<file path="config.mk">
export PLATFORM = sky130hd
export DESIGN_NAME = im2col_spc_core
export DESIGN_NICKNAME = d
export VERILOG_FILES = /design/src/rtl/im2col_spc_core.sv
export SDC_FILE = /design/constraint.sdc
export NUM_CORES = 2
export LEC_CHECK = 0
export BUFFER_PORTS_ARGS = -buffer_cell sky130_fd_sc_hd__buf_4
export CAP_MARGIN = 20
export CORE_ASPECT_RATIO = 1.25
export CORE_MARGIN = 8
export CORE_UTILIZATION = 60
export DETAILED_ROUTE_END_ITERATION = 10
export GPL_TIMING_DRIVEN = 0
export PLACE_DENSITY_LB_ADDON = 0.05
export SYNTH_ARGS = -nofsm -noshare
export SYNTH_HDL_FRONTEND = slang
export SYNTH_SLANG_ARGS = --single-unit
</file>
<file path="constraint.sdc">
create_clock -name clk_i -period 15.94 [get_ports clk_i]
set_input_delay 3.188 -clock clk_i [delete_from_list [all_inputs] [get_ports clk_i]]
set_output_delay 3.188 -clock clk_i [all_outputs]
set_load 0.02 [all_outputs]
</file>
<file path="src/rtl/im2col_spc_core.sv">
// im2col_spc_core: register-programmed im2col controller that drives one DMA channel per output row segment.
module im2col_spc_core #(
    parameter int          DMA_CH_NUM  = 1,
    parameter int          DMA_CH      = 0,
    parameter logic [31:0] DMA_BASE    = 32'h2003_0000,
    parameter logic [31:0] SRC_OFF     = 32'h00,
    parameter logic [31:0] DST_OFF     = 32'h04,
    parameter logic [31:0] SIZE_OFF    = 32'h0C,
    parameter logic [31:0] SRC_INC_OFF = 32'h14,
    parameter logic [31:0] DST_INC_OFF = 32'h18
) (
    input  logic                  clk_i,
    input  logic                  rst_i,
    input  logic                  reg_req_valid_i,
    input  logic                  reg_req_write_i,
    input  logic [31:0]           reg_req_addr_i,
    input  logic [31:0]           reg_req_wdata_i,
    input  logic [3:0]            reg_req_wstrb_i,
    output logic [31:0]           reg_rsp_rdata_o,
    output logic                  reg_rsp_error_o,
    output logic                  reg_rsp_ready_o,
    output logic                  aopb_req_valid_o,
    output logic                  aopb_req_write_o,
    output logic [31:0]           aopb_req_addr_o,
    output logic [31:0]           aopb_req_wdata_o,
    output logic [3:0]            aopb_req_wstrb_o,
    input  logic [31:0]           aopb_rsp_rdata_i,
    input  logic                  aopb_rsp_error_i,
    input  logic                  aopb_rsp_ready_i,
    input  logic [DMA_CH_NUM-1:0] dma_done_i,
    output logic                  done_int_o
);
    typedef enum logic [3:0] {
        IDLE, WR_SRC, WR_DST, WR_SINC, WR_DINC, WR_SIZE, WAIT_LOW, WAIT_HIGH, FINISH
    } state_t;

    state_t      r_state;
    logic        r_int_en, r_busy, r_done, r_err, r_int, r_valid;
    logic [31:0] r_src_ptr, r_dst_ptr, r_addr, r_wdata;
    logic [15:0] r_iw, r_ih, r_ow, r_oh, r_y;
    logic [7:0]  r_fw, r_fh, r_s, r_fx, r_fy;
    logic [31:0] r_src_fy, r_src_fx, r_src_cur, r_dst_cur;

    logic [7:0]  w_off;
    logic        w_map, w_wr, w_cfg_wr, w_start, w_int_en_nx, w_empty;
    logic        w_last_y, w_last_fx, w_last_fy;
    logic [31:0] w_raw, w_bmask, w_wm, w_w1c, w_maddr, w_mdata;
    logic [31:0] w_ystep, w_rowstep, w_dstep;
    logic [23:0] w_siw;
    state_t      w_wr_next;
    logic        w_unused;

    assign w_off       = reg_req_addr_i[7:0];
    assign w_map       = (w_off[1:0] == 2'b00) && (w_off <= 8'h18);
    assign w_wr        = reg_req_valid_i && reg_req_write_i && w_map;
    assign w_cfg_wr    = w_wr && !r_busy;
    assign w_raw       = (w_off == 8'h00) ? {30'b0, r_int_en, 1'b0} :
                         (w_off == 8'h04) ? {29'b0, r_err, r_done, r_busy} :
                         (w_off == 8'h08) ? r_src_ptr :
                         (w_off == 8'h0C) ? r_dst_ptr :
                         (w_off == 8'h10) ? {r_ih, r_iw} :
                         (w_off == 8'h14) ? {8'b0, r_s, r_fh, r_fw} :
                         (w_off == 8'h18) ? {r_oh, r_ow} : 32'b0;
    assign w_bmask     = {{8{reg_req_wstrb_i[3]}}, {8{reg_req_wstrb_i[2]}},
                          {8{reg_req_wstrb_i[1]}}, {8{reg_req_wstrb_i[0]}}};
    assign w_wm        = (w_raw & ~w_bmask) | (reg_req_wdata_i & w_bmask);
    assign w_w1c       = reg_req_wdata_i & w_bmask;
    assign w_start     = w_cfg_wr && (w_off == 8'h00) && w_wm[0];
    // a CTRL write that sets START and INT_EN together must already arm the interrupt
    assign w_int_en_nx = (w_wr && w_off == 8'h00) ? w_wm[1] : r_int_en;
    assign w_empty     = (r_fh == 8'd0) || (r_fw == 8'd0) || (r_oh == 16'd0) || (r_ow == 16'd0);

    assign reg_rsp_ready_o = reg_req_valid_i;
    assign reg_rsp_error_o = reg_req_valid_i && !w_map;
    assign reg_rsp_rdata_o = (reg_req_valid_i && w_map) ? w_raw : 32'b0;

    assign w_siw     = {16'b0, r_s} * {8'b0, r_iw};
    assign w_ystep   = {6'b0, w_siw, 2'b0};
    assign w_rowstep = {14'b0, r_iw, 2'b0};
    assign w_dstep   = {14'b0, r_ow, 2'b0};
    assign w_last_y  = r_y == r_oh - 16'd1;
    assign w_last_fx = r_fx == r_fw - 8'd1;
    assign w_last_fy = r_fy == r_fh - 8'd1;

    assign w_maddr   = DMA_BASE + ((r_state == WR_SRC)  ? SRC_OFF :
                                   (r_state == WR_DST)  ? DST_OFF :
                                   (r_state == WR_SINC) ? SRC_INC_OFF :
                                   (r_state == WR_DINC) ? DST_INC_OFF : SIZE_OFF);
    assign w_mdata   = (r_state == WR_SRC)  ? r_src_cur :
                       (r_state == WR_DST)  ? r_dst_cur :
                       (r_state == WR_SINC) ? {22'b0, r_s, 2'b0} :
                       (r_state == WR_DINC) ? 32'd4 : w_dstep;
    assign w_wr_next = (r_state == WR_SRC)  ? WR_DST :
                       (r_state == WR_DST)  ? WR_SINC :
                       (r_state == WR_SINC) ? WR_DINC :
                       (r_state == WR_DINC) ? WR_SIZE : WAIT_LOW;

    assign aopb_req_valid_o = r_valid;
    assign aopb_req_write_o = r_valid;
    assign aopb_req_wstrb_o = {4{r_valid}};
    assign aopb_req_addr_o  = r_addr;
    assign aopb_req_wdata_o = r_wdata;
    assign done_int_o       = r_int;
    assign w_unused         = ^{aopb_rsp_rdata_i, reg_req_addr_i[31:8]};

    always_ff @(posedge clk_i or posedge rst_i) begin
        if (rst_i) begin
            r_state   <= IDLE;
            r_int_en  <= 1'b0;
            r_busy    <= 1'b0;
            r_done    <= 1'b0;
            r_err     <= 1'b0;
            r_int     <= 1'b0;
            r_valid   <= 1'b0;
            r_addr    <= 32'b0;
            r_wdata   <= 32'b0;
            r_src_ptr <= 32'b0;
            r_dst_ptr <= 32'b0;
            r_iw      <= 16'b0;
            r_ih      <= 16'b0;
            r_ow      <= 16'b0;
            r_oh      <= 16'b0;
            r_fw      <= 8'b0;
            r_fh      <= 8'b0;
            r_s       <= 8'b0;
            r_y       <= 16'b0;
            r_fx      <= 8'b0;
            r_fy      <= 8'b0;
            r_src_fy  <= 32'b0;
            r_src_fx  <= 32'b0;
            r_src_cur <= 32'b0;
            r_dst_cur <= 32'b0;
        end else begin
            r_int <= 1'b0;
            if (w_wr && w_off == 8'h00) r_int_en <= w_wm[1];
            if (w_wr && w_off == 8'h04) begin
                r_done <= r_done & ~w_w1c[1];
                r_err  <= r_err & ~w_w1c[2];
            end
            if (w_cfg_wr && w_off == 8'h08) r_src_ptr <= w_wm;
            if (w_cfg_wr && w_off == 8'h0C) r_dst_ptr <= w_wm;
            if (w_cfg_wr && w_off == 8'h10) {r_ih, r_iw} <= w_wm;
            if (w_cfg_wr && w_off == 8'h14) {r_s, r_fh, r_fw} <= w_wm[23:0];
            if (w_cfg_wr && w_off == 8'h18) {r_oh, r_ow} <= w_wm;
            // FSM updates come last so a FINISH set of DONE beats a coincident clear
            case (r_state)
                IDLE: if (w_start) begin
                    r_busy    <= 1'b1;
                    r_y       <= 16'd0;
                    r_fx      <= 8'd0;
                    r_fy      <= 8'd0;
                    r_src_fy  <= r_src_ptr;
                    r_src_fx  <= r_src_ptr;
                    r_src_cur <= r_src_ptr;
                    r_dst_cur <= r_dst_ptr;
                    r_state   <= w_empty ? FINISH : WR_SRC;
                    r_int     <= w_empty && w_int_en_nx;
                end
                WR_SRC, WR_DST, WR_SINC, WR_DINC, WR_SIZE: begin
                    if (!r_valid) begin
                        r_valid <= 1'b1;
                        r_addr  <= w_maddr;
                        r_wdata <= w_mdata;
                    end else if (aopb_rsp_ready_i) begin
                        r_valid <= 1'b0;
                        r_state <= aopb_rsp_error_i ? FINISH : w_wr_next;
                        r_err   <= r_err | aopb_rsp_error_i;
                        r_int   <= aopb_rsp_error_i && w_int_en_nx;
                    end
                end
                WAIT_LOW: if (!dma_done_i[DMA_CH]) r_state <= WAIT_HIGH;
                WAIT_HIGH: if (dma_done_i[DMA_CH]) begin
                    r_dst_cur <= r_dst_cur + w_dstep;
                    r_state   <= WR_SRC;
                    if (!w_last_y) begin
                        r_y       <= r_y + 16'd1;
                        r_src_cur <= r_src_cur + w_ystep;
                    end else if (!w_last_fx) begin
                        r_y       <= 16'd0;
                        r_fx      <= r_fx + 8'd1;
                        r_src_fx  <= r_src_fx + 32'd4;
                        r_src_cur <= r_src_fx + 32'd4;
                    end else if (!w_last_fy) begin
                        r_y       <= 16'd0;
                        r_fx      <= 8'd0;
                        r_fy      <= r_fy + 8'd1;
                        r_src_fy  <= r_src_fy + w_rowstep;
                        r_src_fx  <= r_src_fy + w_rowstep;
                        r_src_cur <= r_src_fy + w_rowstep;
                    end else begin
                        r_state <= FINISH;
                        r_int   <= w_int_en_nx;
                    end
                end
                FINISH: begin
                    r_busy  <= 1'b0;
                    r_done  <= 1'b1;
                    r_state <= IDLE;
                end
                default: r_state <= IDLE;
            endcase
        end
    end
endmodule

</file>
==> results.py <==
metrics = {
    "status": {
        "status": "finished, final reports clean",
    },
    "placement": {
        "dp_hpwl_mm": 80.9,
        "gp_congestion": 1.08,
        "placedInstanceArea_um2": 28100,
        "io_buffers": 123,
    },
    "clock_network": {
        "post_cts_resized": 0,
        "cts.clk_slew.worst_paths_ns": 0.06,
        "numCtsBuffers": 40,
        "cts_root_buf": "clkbuf_16",
        "cts.sinks": 358,
        "cts_setup_buffers": 0,
        "cts_buffer_depth": 3,
        "clk_latency_ns": 0.61,
        "htreeDepth": 2,
        "cts_tree": "built",
        "holdBufCountCts": 0,
    },
    "logic_synthesis": {
        "synthArstFlopShare_pct": 100,
        "syn_area_per_cell_um2": 8.46,
        "ys_seq_area_share_pct": 34.1,
        "synthCells": 3108,
        "yosysWarnings": 0,
        "synth-seq-cells": 358,
        "synth_edf_count": 0,
        "synth_cell_type_count": 101,
        "synth_top_flop_cell": "dfrtp_1",
        "syn_area_um2": 26300,
    },
    "timing": {
        "hold_viol": 0,
        "min_period_over_period_pct": 59.3,
        "rsz0062_at_grt": "false",
        "final.setup_skew_ns": 0.0210,
        "worstMarginPinSlew_ns": 1.18,
        "slew_headroom_pct": 19.5,
        "post-route-min-period_ns": 9.45,
        "setup_violations": 0,
        "slew_viol_final": 0,
        "fmax_ghz": 0.106,
    },
    "floorplan": {
        "dieArea_um2": 50800,
        "fp.coreArea_um2": 43700,
        "fp.dieH_um": 250,
        "die_width_um": 203,
        "floorplan.initialDensity_pct": 60.2,
        "rows": 86,
        "pin_count": 212,
    },
    "pwr": {
        "power_switching_uw": 576,
        "pwr-share-comb_pct": 9.5,
        "p_leak_uw": 0.0138,
        "seqPwrFrac_pct": 44.4,
        "pwr-share-clk_pct": 46.0,
        "ir_drop_mv": 0.107,
        "netSwitchingFraction_pct": 26.5,
        "power.total_uw": 2170,
        "p_int_uw": 1600,
        "pwr_density_cell_nw_per_um2": 73.6,
    },
    "routing": {
        "wire_per_inst_um": 27.2,
        "drc": 0,
        "first_pass_iters": 6,
        "drt_iter0_drc": 3194,
        "num_vias": 26100,
        "vias_per_cell": 6.67,
        "routed_wl_mm": 106,
        "ant_nets": 0,
    },
    "grt": {
        "antenna_found_initial": 3,
        "busiest_layer": "met2",
        "track_usage_pct": 41.0,
        "use_met3_pct": 8.80,
        "grt_overflow": 0,
        "grt_pass1_wl_mm": 158,
        "met2_usage_pct": 61.8,
        "grt_start_max_net_pins": 130,
        "grt_use_met1_pct": 48.2,
        "grt_pass1_vias": 25700,
    },
    "final_layout": {
        "area_delta_synth_final_pct": 12.2,
        "final_nets": 3608,
        "layout-drive-gt1-share_pct": 8.85,
        "final_area_um2": 29500,
        "fill_cells": 3675,
    },
    "min_path": {
        "hold_depth": 2,
        "hp-class": "flop to flop",
        "hp-start": "r_ih[11]",
        "hold_end": "r_ih[11]",
    },
    "run": {
        "cap_viol_max_count": 0,
    },
    "worst_setup_path": {
        "cp.required_ns": 16.46,
        "end_kind": "flop",
        "cp-start-kind": "flop",
        "r2r-start": "r_s[7]",
        "regToRegSetupSlack_ns": 6.49,
        "worstPathMaxFanout": 10,
        "crit_arrival_ns": 9.97,
        "reg2regPathDepth": 25,
        "r2r_end": "r_src_cur[29]",
        "worstSetupPathType": "flop to flop",
    },
}
kinds of logic (layout without fill, tap and decap cells):
group,Yosys count,in the layout,share of synthesized area [%]
simple gates,1116,1116,20.1
fa+ha+maj,198,198,11.9
compound gates,851,851,20.5
mux,69,69,2.66
xor+xnor,143,143,4.81
other cells,1,28,0.0143
flops,358,358,34.1
buf+inv,372,573,5.99
critical path: stages, from the launching register on:
cell,delay (ns)
dfrtp_1,0.33
clkbuf_1,0.78
clkbuf_1,0.82
nand2_1,0.19
fa_1,0.58
fa_1,0.56
inv_1,0.06
fa_1,0.53
inv_1,0.06
fa_1,0.54
inv_1,0.04
ha_1,0.24
or4_1,0.44
o22ai_1,0.33
o21ai_1,0.20
o41ai_1,0.54
o21ai_0,0.29
or4_1,0.48
a2111o_1,0.38
o211ai_1,0.13
ha_1,0.21
inv_1,0.08
o311ai_1,0.98
and4_1,0.30
a2111oi_0,0.06
nor3_1,0.22
state kept, by name, summed over array words and instances (netlist names), 32 cells and up:
register	count
r_dst_ptr	32
r_src_ptr	32
r_src_fx	32
r_src_cur	32
aopb_req_wdata_o	32
r_dst_cur	32
r_src_fy	32
placed cells by master (no fill, tap or decap), types with 10 or more instances in the layout:
cell type  synthesis  routed
inv_1            149     148
nor4_1            15      15
buf_4             39     162
nand4_1           26      26
and3_1            42      42
a221o_1           33      33
or3_1             18      18
clkbuf_8           0      10
o211ai_1          28      28
clkbuf_16          0      41
nand2_1          503     503
a31oi_1           33      33
conb_1             1      26
ha_1             111     111
a22oi_1           24      24
o21ai_1           34      34
buf_2             20      22
fa_1              87      87
nor2b_1           17      17
nand3_1           72      72
o22ai_1           13      13
xor2_1            56      56
a22o_1            12      12
and2_1           133     133
o21ai_0          325     325
o31ai_1           12      12
a21oi_1          138     138
nand2b_1          21      21
mux2i_1           62      62
buf_1             19      19
nor2_1           167     167
nor3_1            48      48
a211oi_1          23      23
xnor2_1           86      86
dfrtp_1          358     358
a21o_1            32      32
o21a_1            35      35
clkbuf_1         143     150
layout make-up:
type | count | area (um^2) | share of cell area [%]
diodes | 2 | 5.00 | 0.0170
plain buffers | 222 | 1010 | 3.43
clock buffers | 58 | 1190 | 4.03
clock inverters | 15 | 190 | 0.644
inverters | 150 | 571 | 1.93
multi-input cells | 2403 | 15900 | 53.8
flip-flops and latches | 358 | 8960 | 30.4
well taps | 572 | 716 | 2.43
repair buffers | 128 | 996 | 3.38
how the worst max path moves through the flow:
stage                start                    to  depth (start not counted)
CTS                 r_s[7]         r_src_cur[29]                         25
global route        r_s[7]         r_src_cur[29]                         25
finish              r_s[7]         r_src_cur[29]                         25
detailed placement  r_s[7]         r_src_cur[29]                         25
global placement     rst_i  aopb_req_wdata_o[25]                          2
floorplan            rst_i   aopb_req_addr_o[17]                          1
Yosys cell counts (19+ instances only):
cell	n	share of area, %
a211oi_1	23	0.66
xnor2_1	86	2.9
o21ai_0	325	6.2
a22oi_1	24	0.68
a221o_1	33	1.3
xor2_1	56	1.9
clkbuf_1	143	2.0
buf_4	39	1.1
nand2b_1	21	0.50
a21oi_1	138	2.6
inv_1	149	2.1
ha_1	111	5.3
and3_1	42	1.0
mux2i_1	62	2.4
nand2_1	503	7.2
a21o_1	32	0.91
nand4_1	26	0.62
buf_1	19	0.27
o21ai_1	34	0.65
o211ai_1	28	0.80
buf_2	20	0.38
a31oi_1	33	0.78
nor3_1	48	0.91
fa_1	87	6.6
nor2_1	167	2.4
dfrtp_1	358	34
o21a_1	35	1.0
nand3_1	72	1.4
and2_1	133	3.2
power groups by stage:
stage               logic [uW]  registers, uW  clock network, uW
floorplan                  102            999                  0
global placement           202            980                  0
detailed placement         208            980                  0
CTS                        209            964                990
global route               224            968               1020
finish                     207            965               1000
metal layers:
metal / vias up / wire, um
met3: 558 / 11300
met1: 12600 / 36700
li1: 11200 / -
met4: 2 / 12400
met2: 1723 / 45700
met5: - / 14
metrics by stage:
stage	worst slack [ns]	cells	setup TNS, ns	util, %	hold slack [ns]
floorplan	2.82	3133	0	-	0.438
detailed placement	6.84	3832	0	64.4	0.466
CTS	6.80	3905	0	67.5	0.481
global placement	-1.21	3828	-417.17	64.2	0.459
global route	6.34	3906	0	67.5	0.512
finish	6.49	3908	0	67.5	0.482
No activity file was read; power rests on OpenSTA's default activity.
